**src/rtl/mult_pkg.sv**
```systemverilog
// Shared types for the iterative multiplier: sequencer states and CPSR flag positions
// (the flag positions are also used by the ALU).
package mult_pkg;

   typedef enum logic [1:0] {
      ST_IDLE = 2'd0,
      ST_RUN  = 2'd1,
      ST_DONE = 2'd2
   } mult_state_e;

   localparam int unsigned FLAG_N = 31;
   localparam int unsigned FLAG_Z = 30;
   localparam int unsigned FLAG_C = 29;
   localparam int unsigned FLAG_V = 28;

endpackage

```
**src/rtl/mult_step.sv**
```systemverilog
// One radix-4 shift-add step: adds 0, 1, 2 or 3 times the multiplicand to the accumulator.
module mult_step #(
   parameter int unsigned W = 32
) (
   input  logic [W-1:0] acc,
   input  logic [1:0]   bits,
   input  logic [W-1:0] mcand,
   output logic [W-1:0] acc_nxt_c
);

   always_comb begin
      acc_nxt_c = acc;
      if (bits[0]) acc_nxt_c = acc_nxt_c + mcand;
      if (bits[1]) acc_nxt_c = acc_nxt_c + (mcand << 1);
   end

endmodule

```
**src/rtl/mult_seq.sv**
```systemverilog
// MUL/MLA sequencer: 2 multiplier bits per cycle with early termination on an exhausted multiplier.
// Define MULT_SEQ_LONG_EN to add 64-bit UMULL/SMULL/UMLAL/SMLAL support.
module mult_seq
   import mult_pkg::*;
#(
   parameter int unsigned WIDTH = 32
) (
   input  logic             clk,
   input  logic             rst,
   input  logic             req,
   input  logic             flush,
   input  logic             acc_en,
   input  logic             set_flags,
   input  logic [3:0]       rd,
   input  logic [WIDTH-1:0] rm,
   input  logic [WIDTH-1:0] rs,
   input  logic [WIDTH-1:0] acc_in,
   input  logic [WIDTH-1:0] cpsr_in,
`ifdef MULT_SEQ_LONG_EN
   input  logic             long_en,
   input  logic             signed_en,
   input  logic [WIDTH-1:0] acc_hi_in,
   input  logic [3:0]       rd_hi,
   output logic [WIDTH-1:0] result_hi,
   output logic [3:0]       result_rd_hi,
`endif
   output logic             busy,
   output logic             done,
   output logic [WIDTH-1:0] result,
   output logic [3:0]       result_rd,
   output logic [WIDTH-1:0] cpsr_out
);

`ifdef MULT_SEQ_LONG_EN
   localparam int unsigned AW = 2 * WIDTH;
`else
   localparam int unsigned AW = WIDTH;
`endif

   mult_state_e      state_q, state_d;
   logic [WIDTH-1:0] bitfield_q, bitfield_d;
   logic [AW-1:0]    mcand_q, mcand_d;
   logic [AW-1:0]    acc_q, acc_d;
   logic [AW-1:0]    step_acc_c;
   logic [3:0]       rd_q, rd_d;
   logic             s_q, s_d;
   logic [WIDTH-1:0] cpsr_q, cpsr_d;
   logic             done_q, done_d;
   logic [WIDTH-1:0] result_q, result_d;
   logic [3:0]       result_rd_q, result_rd_d;
   logic [WIDTH-1:0] cpsr_out_q, cpsr_out_d;
   logic             res_n_c, res_z_c;
`ifdef MULT_SEQ_LONG_EN
   logic             long_q, long_d;
   logic [3:0]       rd_hi_q, rd_hi_d;
   logic [WIDTH-1:0] result_hi_q, result_hi_d;
   logic [3:0]       result_rd_hi_q, result_rd_hi_d;
`endif

   mult_step #(.W(AW)) u_step (
      .acc       (acc_q),
      .bits      (bitfield_q[1:0]),
      .mcand     (mcand_q),
      .acc_nxt_c (step_acc_c)
   );

   // Next-state, datapath updates and stall request
   always_comb begin
      state_d     = state_q;
      bitfield_d  = bitfield_q;
      mcand_d     = mcand_q;
      acc_d       = acc_q;
      rd_d        = rd_q;
      s_d         = s_q;
      cpsr_d      = cpsr_q;
      done_d      = 1'b0;
      result_d    = result_q;
      result_rd_d = result_rd_q;
      cpsr_out_d  = cpsr_out_q;
      res_n_c     = acc_q[WIDTH-1];
      res_z_c     = (acc_q[WIDTH-1:0] == '0);
      busy        = 1'b0;
`ifdef MULT_SEQ_LONG_EN
      long_d         = long_q;
      rd_hi_d        = rd_hi_q;
      result_hi_d    = result_hi_q;
      result_rd_hi_d = result_rd_hi_q;
`endif

      case (state_q)
         ST_IDLE: begin
            if (req && !flush) begin
               busy       = 1'b1;
               state_d    = ST_RUN;
               bitfield_d = rm;
               rd_d       = rd;
               s_d        = set_flags;
               cpsr_d     = cpsr_in;
`ifdef MULT_SEQ_LONG_EN
               long_d  = long_en;
               rd_hi_d = rd_hi;
               if (long_en) begin
                  mcand_d = signed_en ? {{WIDTH{rs[WIDTH-1]}}, rs} : {{WIDTH{1'b0}}, rs};
                  // A negative signed multiplier is walked as unsigned; subtract rs*2^32 to correct
                  acc_d   = (acc_en ? {acc_hi_in, acc_in} : '0)
                          - ((signed_en && rm[WIDTH-1]) ? {rs, {WIDTH{1'b0}}} : '0);
               end else begin
                  mcand_d = {{WIDTH{1'b0}}, rs};
                  acc_d   = acc_en ? {{WIDTH{1'b0}}, acc_in} : '0;
               end
`else
               mcand_d = rs;
               acc_d   = acc_en ? acc_in : '0;
`endif
            end
         end
         ST_RUN: begin
            busy = 1'b1;
            if (flush) begin
               state_d = ST_IDLE;
            end else if (bitfield_q != '0) begin
               acc_d      = step_acc_c;
               bitfield_d = bitfield_q >> 2;
               mcand_d    = mcand_q << 2;
            end else begin
               result_d    = acc_q[WIDTH-1:0];
               result_rd_d = rd_q;
`ifdef MULT_SEQ_LONG_EN
               if (long_q) begin
                  result_hi_d    = acc_q[AW-1:WIDTH];
                  result_rd_hi_d = rd_hi_q;
                  res_n_c        = acc_q[AW-1];
                  res_z_c        = (acc_q == '0);
               end
`endif
               cpsr_out_d = cpsr_q;
               if (s_q) begin
                  cpsr_out_d[FLAG_N] = res_n_c;
                  cpsr_out_d[FLAG_Z] = res_z_c;
                  cpsr_out_d[FLAG_C] = 1'b0;
               end
               state_d = ST_DONE;
            end
         end
         ST_DONE: begin
            done_d  = !flush;
            state_d = ST_IDLE;
         end
         default: state_d = ST_IDLE;
      endcase
   end

   always_ff @(posedge clk) begin
      if (rst) begin
         state_q     <= ST_IDLE;
         bitfield_q  <= '0;
         mcand_q     <= '0;
         acc_q       <= '0;
         rd_q        <= '0;
         s_q         <= 1'b0;
         cpsr_q      <= '0;
         done_q      <= 1'b0;
         result_q    <= '0;
         result_rd_q <= '0;
         cpsr_out_q  <= '0;
`ifdef MULT_SEQ_LONG_EN
         long_q         <= 1'b0;
         rd_hi_q        <= '0;
         result_hi_q    <= '0;
         result_rd_hi_q <= '0;
`endif
      end else begin
         state_q     <= state_d;
         bitfield_q  <= bitfield_d;
         mcand_q     <= mcand_d;
         acc_q       <= acc_d;
         rd_q        <= rd_d;
         s_q         <= s_d;
         cpsr_q      <= cpsr_d;
         done_q      <= done_d;
         result_q    <= result_d;
         result_rd_q <= result_rd_d;
         cpsr_out_q  <= cpsr_out_d;
`ifdef MULT_SEQ_LONG_EN
         long_q         <= long_d;
         rd_hi_q        <= rd_hi_d;
         result_hi_q    <= result_hi_d;
         result_rd_hi_q <= result_rd_hi_d;
`endif
      end
   end

   assign done      = done_q;
   assign result    = result_q;
   assign result_rd = result_rd_q;
   assign cpsr_out  = cpsr_out_q;
`ifdef MULT_SEQ_LONG_EN
   assign result_hi    = result_hi_q;
   assign result_rd_hi = result_rd_hi_q;
`endif

endmodule

```
**config.mk**
```make
export PLATFORM = sky130hd
export DESIGN_NAME = mult_seq
export DESIGN_NICKNAME = d
export VERILOG_FILES = /design/src/rtl/mult_pkg.sv /design/src/rtl/mult_step.sv /design/src/rtl/mult_seq.sv
export SDC_FILE = /design/constraint.sdc
export NUM_CORES = 1
export LEC_CHECK = 0
export ABC_AREA = 1
export CORE_MARGIN = 4
export CORE_UTILIZATION = 30
export DETAILED_ROUTE_END_ITERATION = 8
export GPL_ROUTABILITY_DRIVEN = 0
export SLEW_MARGIN = 20
export SYNTH_ARGS = -nofsm -noshare
export SYNTH_HDL_FRONTEND = slang
export SYNTH_SLANG_ARGS = --single-unit
```
**constraint.sdc**
```tcl
create_clock -name clk -period 4.7 [get_ports clk]
set_input_delay 1.41 -clock clk [delete_from_list [all_inputs] [get_ports clk]]
set_output_delay 1.41 -clock clk [all_outputs]
set_load 0.02 [all_outputs]
```
==> reports/results.ini, run 1 <==
[run_status]
status = finished, final reports clean

[grt]
grt_pass1_vias = 12912
grt_max_degree = 157
grt_usage_pct = 19.38
antenna_found_initial = 5
grt_first_pass_wirelength_mm = 70.42
gr-total-overflow = 0

[clock_tree]
cts_setup_buffers = 0
cts_num_sinks = 204
cts_resized = 0
clock_latency_ns = 0.55
cts_root_buf = clkbuf_16
cts_tree = yes
hold_buffers = 0
path_clk_slew_ns = 0.06
cts.path.max_buffers = 3
h-tree-depth = 1
numCtsBuffers = 25

[yosys]
syn_area_per_cell_um2 = 6.564
synth_commonest_cells = nand2_1, a21oi_1, dfxtp_1
yosysWarningCount = 0
ys_async_sr_fraction_pct = 0
yosysSeqAreaShare_pct = 32.49
synth.largest_area_cell = dfxtp_1
syn_nets = 2121
synth.distinct_cells = 41
yosysMostFrequentCell = nand2_1
ys_seq_elements = 204
synth_area_um2 = 12570
synth_cells = 1915
ys_top_cells_by_area = dfxtp_1, nand2_1, a21oi_1, o21ai_0, ha_1
synth_edf_count = 0
synth_top_area_share_pct = 32.49
synth_flop_cell = dfxtp_1

[floorplanning]
die_y_um = 212.7
die_area_um2 = 45240
row_count = 74
initial_core_util_pct = 30.58
die_w_um = 212.7
io_pins = 208
core_um2 = 41110

[sta]
tightest_slew_ns = 1.063
maxSlewHeadroom_pct = 29.14
setup_ws_ns = 0.4296
timing.final.crit_period_ns = 4.270
clock_skew_ns = 0.02048
rsz0062_at_grt = false
fin_crit_sh_pct = 90.86
hold_viol = 0
drv_slew = 0
fmax_mhz = 234.2
setup-tns-final_ns = 0
setup_viol = 0

[final_layout]
drive_gt1_share_pct = 4.689
synthToLayoutAreaGrowth_pct = 26.58
num-fill-cells = 4398
nets = 2278

[power]
p_per_area_nw_per_um2 = 315.7
ir_worst_vdd_v = 0.0002389
p_leak_nw = 6.805

[setup_path]
cp_max_fo = 2
critPathRequiredTime_ns = 3.29
cpPeakStageDelay_ns = 0.63
critPathKind = in2out
r2r_slack_ns = 0.66
crit_chain = clkdlybuf4s50_1 -> inv_1 -> nand2_1 -> nor3_2 -> inv_2 -> nand2_1 -> clkdlybuf4s50_1
startpoint_type = primary input
critPathArrivalTime_ns = 2.86
cpMaxStageDelayCell = clkdlybuf4s50_1
end_kind = output pin

[detailed_routing]
viasPerCell = 5.161
final_antenna_net_count = 0
vias = 13542
drt_iter0_markers = 1099
wire_per_inst_um = 17.47
drt_pass1_iterations = 6
drc = 0
wirelength_mm = 45.84

[placement]
port_buffers = 207
detailed_place_hpwl_mm = 34.24
dpl_worst_slack_ns = 0.4047

[min_path]
hold_path.class = reg2reg

[run]
cap_violations = 0

==> state kept, by name, summed over array words and instances (netlist names) <==
signal,flops
cpsr_q,32
cpsr_out,32
s_q,1
result,32
acc_q,32
mcand_q,32
rd_q,4
state_q,2
result_rd,4
done,1
bitfield_q,32
==> metrics by stage <==
stage	cells	utilization, %	total power [mW]	hold slack, ns	area [µm²]
after floorplan	1915	-	2.669	0.4297	12570
after global placement	2577	36.64	3.059	0.4369	15060
after detailed placement	2577	36.64	3.080	0.4448	15060
after CTS	2622	38.69	5.088	0.4525	15910
after global routing	2622	38.69	5.287	0.4682	15910
final	2624	38.71	5.023	0.4508	15910
==> kinds of logic (layout without fill, tap and decap cells) <==
logic type / Yosys count / in the layout / synth area share, %
adders and majority gates: 68 / 68 / 6.888
DFF: 204 / 204 / 32.49
other: 0 / 2 / 0
AOI/OAI and AO/OA: 562 / 562 / 24.18
xor gates and xnor gates: 26 / 26 / 1.811
buffers and inverters: 263 / 438 / 8.540
and+or+nand+nor: 792 / 792 / 26.10
==> layer usage <==
layer / track usage [%] / wire length (µm) / vias up
met2: 32.56 / 21410 / 456
met3: 2.821 / 3120 / 86
met4: 6.242 / 1521 / 6
met5: 0 / 39 / -
met1: 25.77 / 19750 / 6250
li1: - / - / 6744
==> cell type report <==
| type | instances | area, µm² | share of cell area [%] |
|---|---|---|---|
| Antenna cell | 2 | 5.005 | 0.03145 |
| Multi-Input combinational cell | 1448 | 7418 | 46.62 |
| Clock buffer | 34 | 719.4 | 4.522 |
| Timing Repair Buffer | 226 | 2265 | 14.23 |
| Clock inverter | 11 | 123.9 | 0.7785 |
| Tap cell | 532 | 665.6 | 4.183 |
| Sequential cell | 204 | 4084 | 25.67 |
| Inverter | 167 | 630.6 | 3.963 |
==> power by group <==
part	switching, mW	internal, mW	total (mW)
clock network	0.784	1.19	1.97
logic	0.666	0.434	1.10
registers	0.116	1.84	1.95
total	1.57	3.46	5.02
==> layout by cell type (no fill, tap or decap), types with 3 or more instances in the layout <==
| master | count |
|---|---|
| clkdlybuf4s50_1 | 207 |
| nand3_1 | 105 |
| nor3_1 | 10 |
| dfxtp_1 | 204 |
| a21o_1 | 10 |
| o21ai_0 | 190 |
| o21ai_1 | 36 |
| clkbuf_16 | 25 |
| clkbuf_1 | 3 |
| nand2_2 | 11 |
| buf_4 | 15 |
| xor2_1 | 18 |
| ha_1 | 66 |
| a31oi_1 | 62 |
| o21bai_1 | 18 |
| nor4_1 | 10 |
| inv_1 | 159 |
| nor2_1 | 137 |
| inv_2 | 6 |
| xnor2_1 | 8 |
| nand4_1 | 7 |
| o211ai_1 | 7 |
| nand3b_1 | 9 |
| buf_12 | 4 |
| clkinv_2 | 8 |
| clkbuf_8 | 6 |
| nand2_1 | 492 |
| a21oi_2 | 10 |
| a21oi_1 | 221 |
==> path summary, 6_finish.rpt <==
path	start	end	cells after the start
min reg2reg	cpsr_q[1]	cpsr_out[1]	2
min	cpsr_q[1]	cpsr_out[1]	2
max	flush	busy	7
max reg2reg	mcand_q[0]	acc_q[29]	25
==> worst max-delay path, delay by kind of cell <==
| kind | cells | cell delay [ns] |
|---|---|---|
| buffers and inverters | 4 | 1.16 |
| AND/OR/NAND/NOR | 3 | 0.29 |
Power figures use the tool's default switching activity.
==> run 2, diff against run 1 <==
--- a/config.mk
+++ b/config.mk
@@ -10,6 +10,7 @@
 export CORE_UTILIZATION = 30
 export DETAILED_ROUTE_END_ITERATION = 8
 export GPL_ROUTABILITY_DRIVEN = 0
+export GPL_TIMING_DRIVEN = 0
 export SLEW_MARGIN = 20
 export SYNTH_ARGS = -nofsm -noshare
 export SYNTH_HDL_FRONTEND = slang
==> run 2 against run 1 <==
  * Count of clock-buffer cells in the layout decreased by 3
  * Sequential cell count unchanged
  * Setup slack got worse by 0.30 ns
  * Routed wire length increased by 13%
  * Total power increased by 1.7%
  * Non-clock buffer count increased by 75
  * Via count increased by 4.1%
  * First-iteration DRC count increased by 34%
  * Cell count increased by 2.8%
  * Combinational power increased by 5%
  * Global-route usage increased by 2.4 points
  * Cell area increased by 1.5%
  * Largest power group unchanged
==> reports/results.ini, run 2 (synthesis results as in run 1) <==
[final_layout]
mostFrequentLayoutCell = nand2_1
finish.instance_area_um2 = 16150  ; +1.5%
layout_common_cells = nand2_1, a21oi_1, clkdlybuf4s50_1
synthToLayoutAreaGrowth_pct = 28.45
nets = 2352  ; +3.2%
final_cells = 2697  ; +2.8%
post-route-util_pct = 39.28  ; +0.57 points
num-fill-cells = 4393  ; -0.11%
drive_gt1_share_pct = 5.086  ; +0.40 points

[grt]
grt_max_degree = 19  ; -88%
grt_first_pass_wirelength_mm = 76.76  ; +9.0%
antenna_found_initial = 4  ; -1
grt_pass1_vias = 13495  ; +4.5%
grt_usage_pct = 21.74  ; +2.4 points
gr-total-overflow = 0  ; unchanged

[setup_path]
cp_max_fo = 18  ; +16
end_kind = output pin
crit_chain = clkdlybuf4s50_1 -> inv_1 -> nand2_1 -> nor3_4 -> inv_4 -> nand2_1 -> dlygate4sd2_1
r2r_slack_ns = 0.44  ; -0.22 ns
critPathRequiredTime_ns = 3.29  ; about the same
reg2reg_from = mcand_q[0]
critPathKind = in2out
r2r-end = acc_q[30]
critPathArrivalTime_ns = 3.16  ; +0.30 ns
cp_common_cell = nand2_1
cpMaxStageDelayCell = clkdlybuf4s50_1
ff2ff_path_depth = 23  ; -8.0%
startpoint_type = primary input
cpPeakStageDelay_ns = 0.53  ; -0.10 ns

[detailed_routing]
wirelength_mm = 51.61  ; +13%
drc = 0  ; unchanged
final_antenna_net_count = 0  ; unchanged
wire_per_inst_um = 19.14  ; +9.5%
viasPerCell = 5.227  ; +1.3%
vias = 14097  ; +4.1%
drt_iter0_markers = 1469  ; +34%
drt_pass1_iterations = 6  ; unchanged

[placement]
dpl_worst_slack_ns = -0.5509  ; -0.9556 ns
place_area_um2 = 15300  ; +1.6%
port_buffers = 206  ; -0.48%
detailed_place_hpwl_mm = 41.44  ; +21%
place_inst = 2653  ; +2.9%

[floorplanning]
die_area_um2 = 45240  ; unchanged
die_y_um = 212.7  ; unchanged
row_count = 74  ; unchanged
initial_core_util_pct = 30.58  ; unchanged
core_um2 = 41110  ; unchanged
die_w_um = 212.7  ; unchanged
io_pins = 208  ; unchanged

[clock_tree]
numCtsBuffers = 24  ; -4.0%
cts.path.max_buffers = 3  ; unchanged
cts_num_sinks = 204  ; unchanged
cts_tree = yes
h-tree-depth = 1  ; unchanged
clock_latency_ns = 0.54  ; about the same
path_clk_slew_ns = 0.06  ; about the same
cts_root_buf = clkbuf_16

[min_path]
min_path_cells = 2  ; unchanged
hold_path.class = reg2reg
min_to = cpsr_out[22]
hp-start = cpsr_q[22]

[sta]
rsz0062_at_grt = true
fin_hold_ws_ns = 0.4532  ; +0.002374 ns
timing.final.crit_period_ns = 4.570  ; +0.3000 ns
drv_slew = 0  ; unchanged
fin_crit_sh_pct = 97.24  ; +6.4 points
setup_viol = 0  ; unchanged
maxSlewHeadroom_pct = 44.52  ; +15 points
hold_viol = 0  ; unchanged
fmax_mhz = 218.8  ; -6.6%
setup-tns-final_ns = 0  ; unchanged
clock_skew_ns = 0.01918  ; -0.001293 ns
setup_ws_ns = 0.1297  ; -0.3000 ns
tightest_slew_ns = 0.8322  ; -0.2307 ns

[power]
p_per_area_nw_per_um2 = 316.5  ; +0.26%
finalPower_mw = 5.111  ; +1.7%
ir_worst_vdd_v = 0.0002608  ; +9.2%
p_leak_nw = 6.912  ; +1.6%

[run]
cap_violations = 0  ; unchanged

[run_status]
status = finished, final reports clean

==> run 2: cell count changes in the layout (fill, tap and decap cells not counted), moves of 4 or more <==
cell / previous run / this run
clkbuf_1: 3 / 62
buf_2: 0 / 24
buf_4: 15 / 1
buf_12: 4 / 0
buf_6: 0 / 7
==> run 2: repair_timing <==
action                                  in CTS  in global routing
hold buffers                                 0                  0
gates resized for setup                      2                  3
pin swaps                                    0                  0
buffers inserted                             0                  0
endpoints found under the setup margin       1                  4
==> run 2: power breakdown <==
group | switching (mW) | internal, mW | leakage [nW]
clock network | 0.788 | 1.20 | 0.410
logic | 0.717 | 0.442 | 4.83
registers | 0.131 | 1.84 | 1.67
==> run 2: worst max-delay path by stage <==
stage,cells after the start,to,startpoint,slack [ns]
6_report,7,busy,flush,0.13
5_1_grt,7,busy,flush,-0.008
4_1_cts,7,busy,flush,0.06
3_3_place_gp,8,busy,flush,-0.55
3_5_place_dp,8,busy,flush,-0.55
2_1_floorplan,6,busy,flush,1.10
==> run 2: per-layer routing <==
metal	vias up	GRT usage [%]	share of wire (%)	wire, µm
met5	-	0	0.074	38
met4	6	5.931	3.0	1565
li1	6892	-	-	-
met2	554	35.40	46	23560
met1	6549	29.46	43	22170
met3	96	4.467	8.3	4277
==> run 2: final cells by class <==
class | count | area (µm²) | share of cell area (%)
inverters | 167 | 629.4 | 3.898
well taps | 532 | 665.6 | 4.122
repair buffers | 206 | 2061 | 12.76
clock inverters | 12 | 147.6 | 0.9144
flip-flops and latches | 204 | 4084 | 25.29
diodes | 2 | 5.005 | 0.03100
multi-input cells | 1448 | 7423 | 45.97
clock buffers | 31 | 688.2 | 4.262
plain buffers | 95 | 442.9 | 2.743
==> run 2: worst max-delay path: cells and delay by family <==
| family | cells | cell delay, ns |
|---|---|---|
| buf+inv | 4 | 1.15 |
| simple gates | 3 | 0.58 |
==> run 3, diff against run 2 <==
--- a/config.mk
+++ b/config.mk
@@ -14,4 +14,5 @@
 export SLEW_MARGIN = 20
 export SYNTH_ARGS = -nofsm -noshare
 export SYNTH_HDL_FRONTEND = slang
+export SYNTH_HIERARCHICAL = 1
 export SYNTH_SLANG_ARGS = --single-unit
==> run 3 against run 2 <==
  * Critical path depth shrank 2
  * Via count increased by 17%
  * Largest power group is now sequential cells
  * Highest routed layer unchanged
  * Largest cell class unchanged
  * Global-route usage fell by 0.89 points
  * Cell area increased by 11%
==> reports/results.ini, run 3 <==
[clock_tree]
cts_num_sinks = 204  ; unchanged
numCtsBuffers = 23  ; -4.2%
path_clk_slew_ns = 0.06  ; about the same
h-tree-depth = 1  ; unchanged
cts_root_buf = clkbuf_16
cts_tree = yes
cts.path.max_buffers = 3  ; unchanged
clock_latency_ns = 0.54  ; about the same
cts_setup_buffers = 0  ; unchanged

[final_layout]
synthToLayoutAreaGrowth_pct = 25.08
mostFrequentLayoutCell = nand2_1
num-fill-cells = 5055  ; +15%
nets = 2842  ; +21%
drive_gt1_share_pct = 6.031  ; +0.95 points
layout_common_cells = nand2_1, nor2_1, nand3_1

[yosys]
synth_commonest_cells = nand2_1, nor2_1, nand3_1
synth.distinct_cells = 41  ; unchanged
synth_cells = 2405  ; +26%
synth_edf_count = 0  ; unchanged
yosysSeqAreaShare_pct = 28.44  ; -4.0 points
yosysWarningCount = 6  ; +6
syn_area_per_cell_um2 = 5.970  ; -9.1%
yosysMostFrequentCell = nand2_1
synth_area_um2 = 14360  ; +14%
synth_flop_cell = dfxtp_1
syn_nets = 2611  ; +23%
ys_top_cells_by_area = dfxtp_1, nand2_1, nor2_1, nand3_1, a21oi_1
ys_seq_elements = 204  ; unchanged
synth_top_area_share_pct = 28.44  ; -4.0 points
ys_async_sr_fraction_pct = 0  ; unchanged
synth.largest_area_cell = dfxtp_1

[detailed_routing]
wire_per_inst_um = 17.34  ; -9.4%
drt_iter0_markers = 1305  ; -11%
viasPerCell = 5.066  ; -3.1%
drt_pass1_iterations = 5  ; -1
vias = 16520  ; +17%
final_antenna_net_count = 0  ; unchanged
wirelength_mm = 56.55  ; +9.6%
drc = 0  ; unchanged

[grt]
grt_max_degree = 15  ; -4
grt_usage_pct = 20.85  ; -0.89 points
gr-total-overflow = 0  ; unchanged
grt_first_pass_wirelength_mm = 84.90  ; +11%
grt_pass1_vias = 15520  ; +15%
antenna_found_initial = 1  ; -3

[sta]
setup_viol = 0  ; unchanged
fmax_mhz = 220.4  ; +0.73%
tightest_slew_ns = 0.8413  ; +0.009017 ns
clock_skew_ns = 0.01625  ; -0.002929 ns
drv_slew = 0  ; unchanged
hold_viol = 0  ; unchanged
setup_ws_ns = 0.1627  ; +0.03310 ns
fin_hold_ws_ns = 0.4777  ; +0.02444 ns
maxSlewHeadroom_pct = 43.92  ; -0.60 points
rsz0062_at_grt = false
timing.final.crit_period_ns = 4.537  ; -0.03309 ns
fin_crit_sh_pct = 96.54  ; -0.70 points

[floorplanning]
die_area_um2 = 51420  ; +14%
die_y_um = 226.8  ; +6.6%
initial_core_util_pct = 30.58  ; about the same
die_w_um = 226.8  ; +6.6%
row_count = 79  ; +6.8%
core_um2 = 46950  ; +14%
io_pins = 208  ; unchanged

[power]
seqPwrFrac_pct = 38.1  ; -0.4 points
netSwitchingFraction_pct = 33.41  ; +1.4 points
finalPower_mw = 5.134  ; +0.46%
p_sw_mw = 1.715  ; +4.9%
p_leak_nw = 8.431  ; +22%
p_int_mw = 3.419  ; -1.6%
comb_power_share_pct = 26.1  ; +3.4 points
p_per_area_nw_per_um2 = 285.9  ; -9.7%
ir_worst_vdd_v = 0.0002169  ; -17%
pwr-share-clk_pct = 35.8  ; -3.0 points

[placement]
port_buffers = 207  ; +0.49%
detailed_place_hpwl_mm = 45.77  ; +10%
dpl_worst_slack_ns = -0.06701  ; +0.4839 ns

[run_status]
status = finished, final reports clean

[setup_path]
r2r_slack_ns = 0.48  ; +0.04 ns
startpoint_type = primary input
end_kind = output pin
cp_max_fo = 14  ; -4
critPathArrivalTime_ns = 3.13  ; -0.03 ns
critPathRequiredTime_ns = 3.29  ; about the same
critPathKind = in2out

[run]
cap_violations = 0  ; unchanged

[min_path]
hold_path.class = reg2reg

[run 3: cell types whose count changed after synthesis, moves of 29 or more]
cell	before	now
nand3_1	105	240
buf_2	24	58
nand2_1	492	662
inv_1	160	189
o21ai_0	190	154
nor2_1	137	362
a31oi_1	62	2
[run 3: worst paths after layout]
check,end,start,cells after the start
worst min-delay path,cpsr_q[17],cpsr_q[17],2
worst max-delay path,busy,flush,5
worst min register to register,cpsr_q[17],cpsr_q[17],2
worst max register to register,acc_q[31],acc_q[0],28
[run 3: area by class of cell]
| cell class | count | area (µm²) | area share, % |
|---|---|---|---|
| multi-input cells | 1874 | 8961 | 49.90 |
| repair buffers | 207 | 2072 | 11.54 |
| inverters | 193 | 724.4 | 4.034 |
| clock buffers | 28 | 624.3 | 3.477 |
| diodes | 1 | 2.502 | 0.01393 |
| plain buffers | 133 | 586.8 | 3.268 |
| well taps | 607 | 759.5 | 4.229 |
| flip-flops and latches | 204 | 4084 | 22.74 |
| clock inverters | 14 | 143.9 | 0.8012 |
[run 3: timing repair]
action,CTS,global route
endpoints found under the hold margin,0,0
resized for setup,0,1
hold buffers,0,0
endpoints found under the setup margin,1,1
[run 3: metal layers]
| layer | vias up | routed length, µm | part of all wire, % | global-route usage (%) |
|---|---|---|---|---|
| li1 | 8204 | - | - | - |
| met1 | 7531 | 24090 | 43 | 27.20 |
| met2 | 663 | 25260 | 45 | 34.19 |
| met3 | 120 | 4584 | 8.1 | 3.172 |
| met4 | 2 | 2595 | 4.6 | 9.211 |
| met5 | - | 17 | 0.030 | 0 |
[run 3: logic make-up after synthesis]
logic type | count (synthesis) | share of synthesized area (%)
AO/OA/AOI/OAI | 421 | 15.34
XOR/XNOR | 27 | 1.647
adder cells (fa/ha/maj) | 68 | 6.030
buffers and inverters | 327 | 9.159
flip-flops | 204 | 28.44
AND/OR/NAND/NOR | 1358 | 39.38
[run 3: through the flow]
stage          setup TNS (ns)  instances  util (%)  cell area [µm²]
2_1_floorplan               0       2405         -            14360
3_3_place_gp         -0.03154       3219     36.61            17190
3_5_place_dp         -0.06701       3219     36.61            17190
4_1_cts                     0       3260     38.24            17950
5_1_grt                     0       3260     38.24            17960
6_report                    0       3261     38.25            17960
[run 3: critical path, stage by stage]
cell             delay [ns]
clkdlybuf4s50_1        0.53
nor2_1                 0.24
nand2_2                0.22
nand2_1                0.12
clkdlybuf4s50_1        0.61
[run 3: power groups by stage]
stage               Sequential, mW  Clock (mW)  Combinational (mW)
global placement              1.99           0                1.30
global route                  1.96        1.94                1.49
CTS                           1.95        1.87                1.32
floorplan                     1.93           0               0.901
detailed placement            1.99           0                1.31
finish                        1.96        1.84                1.34
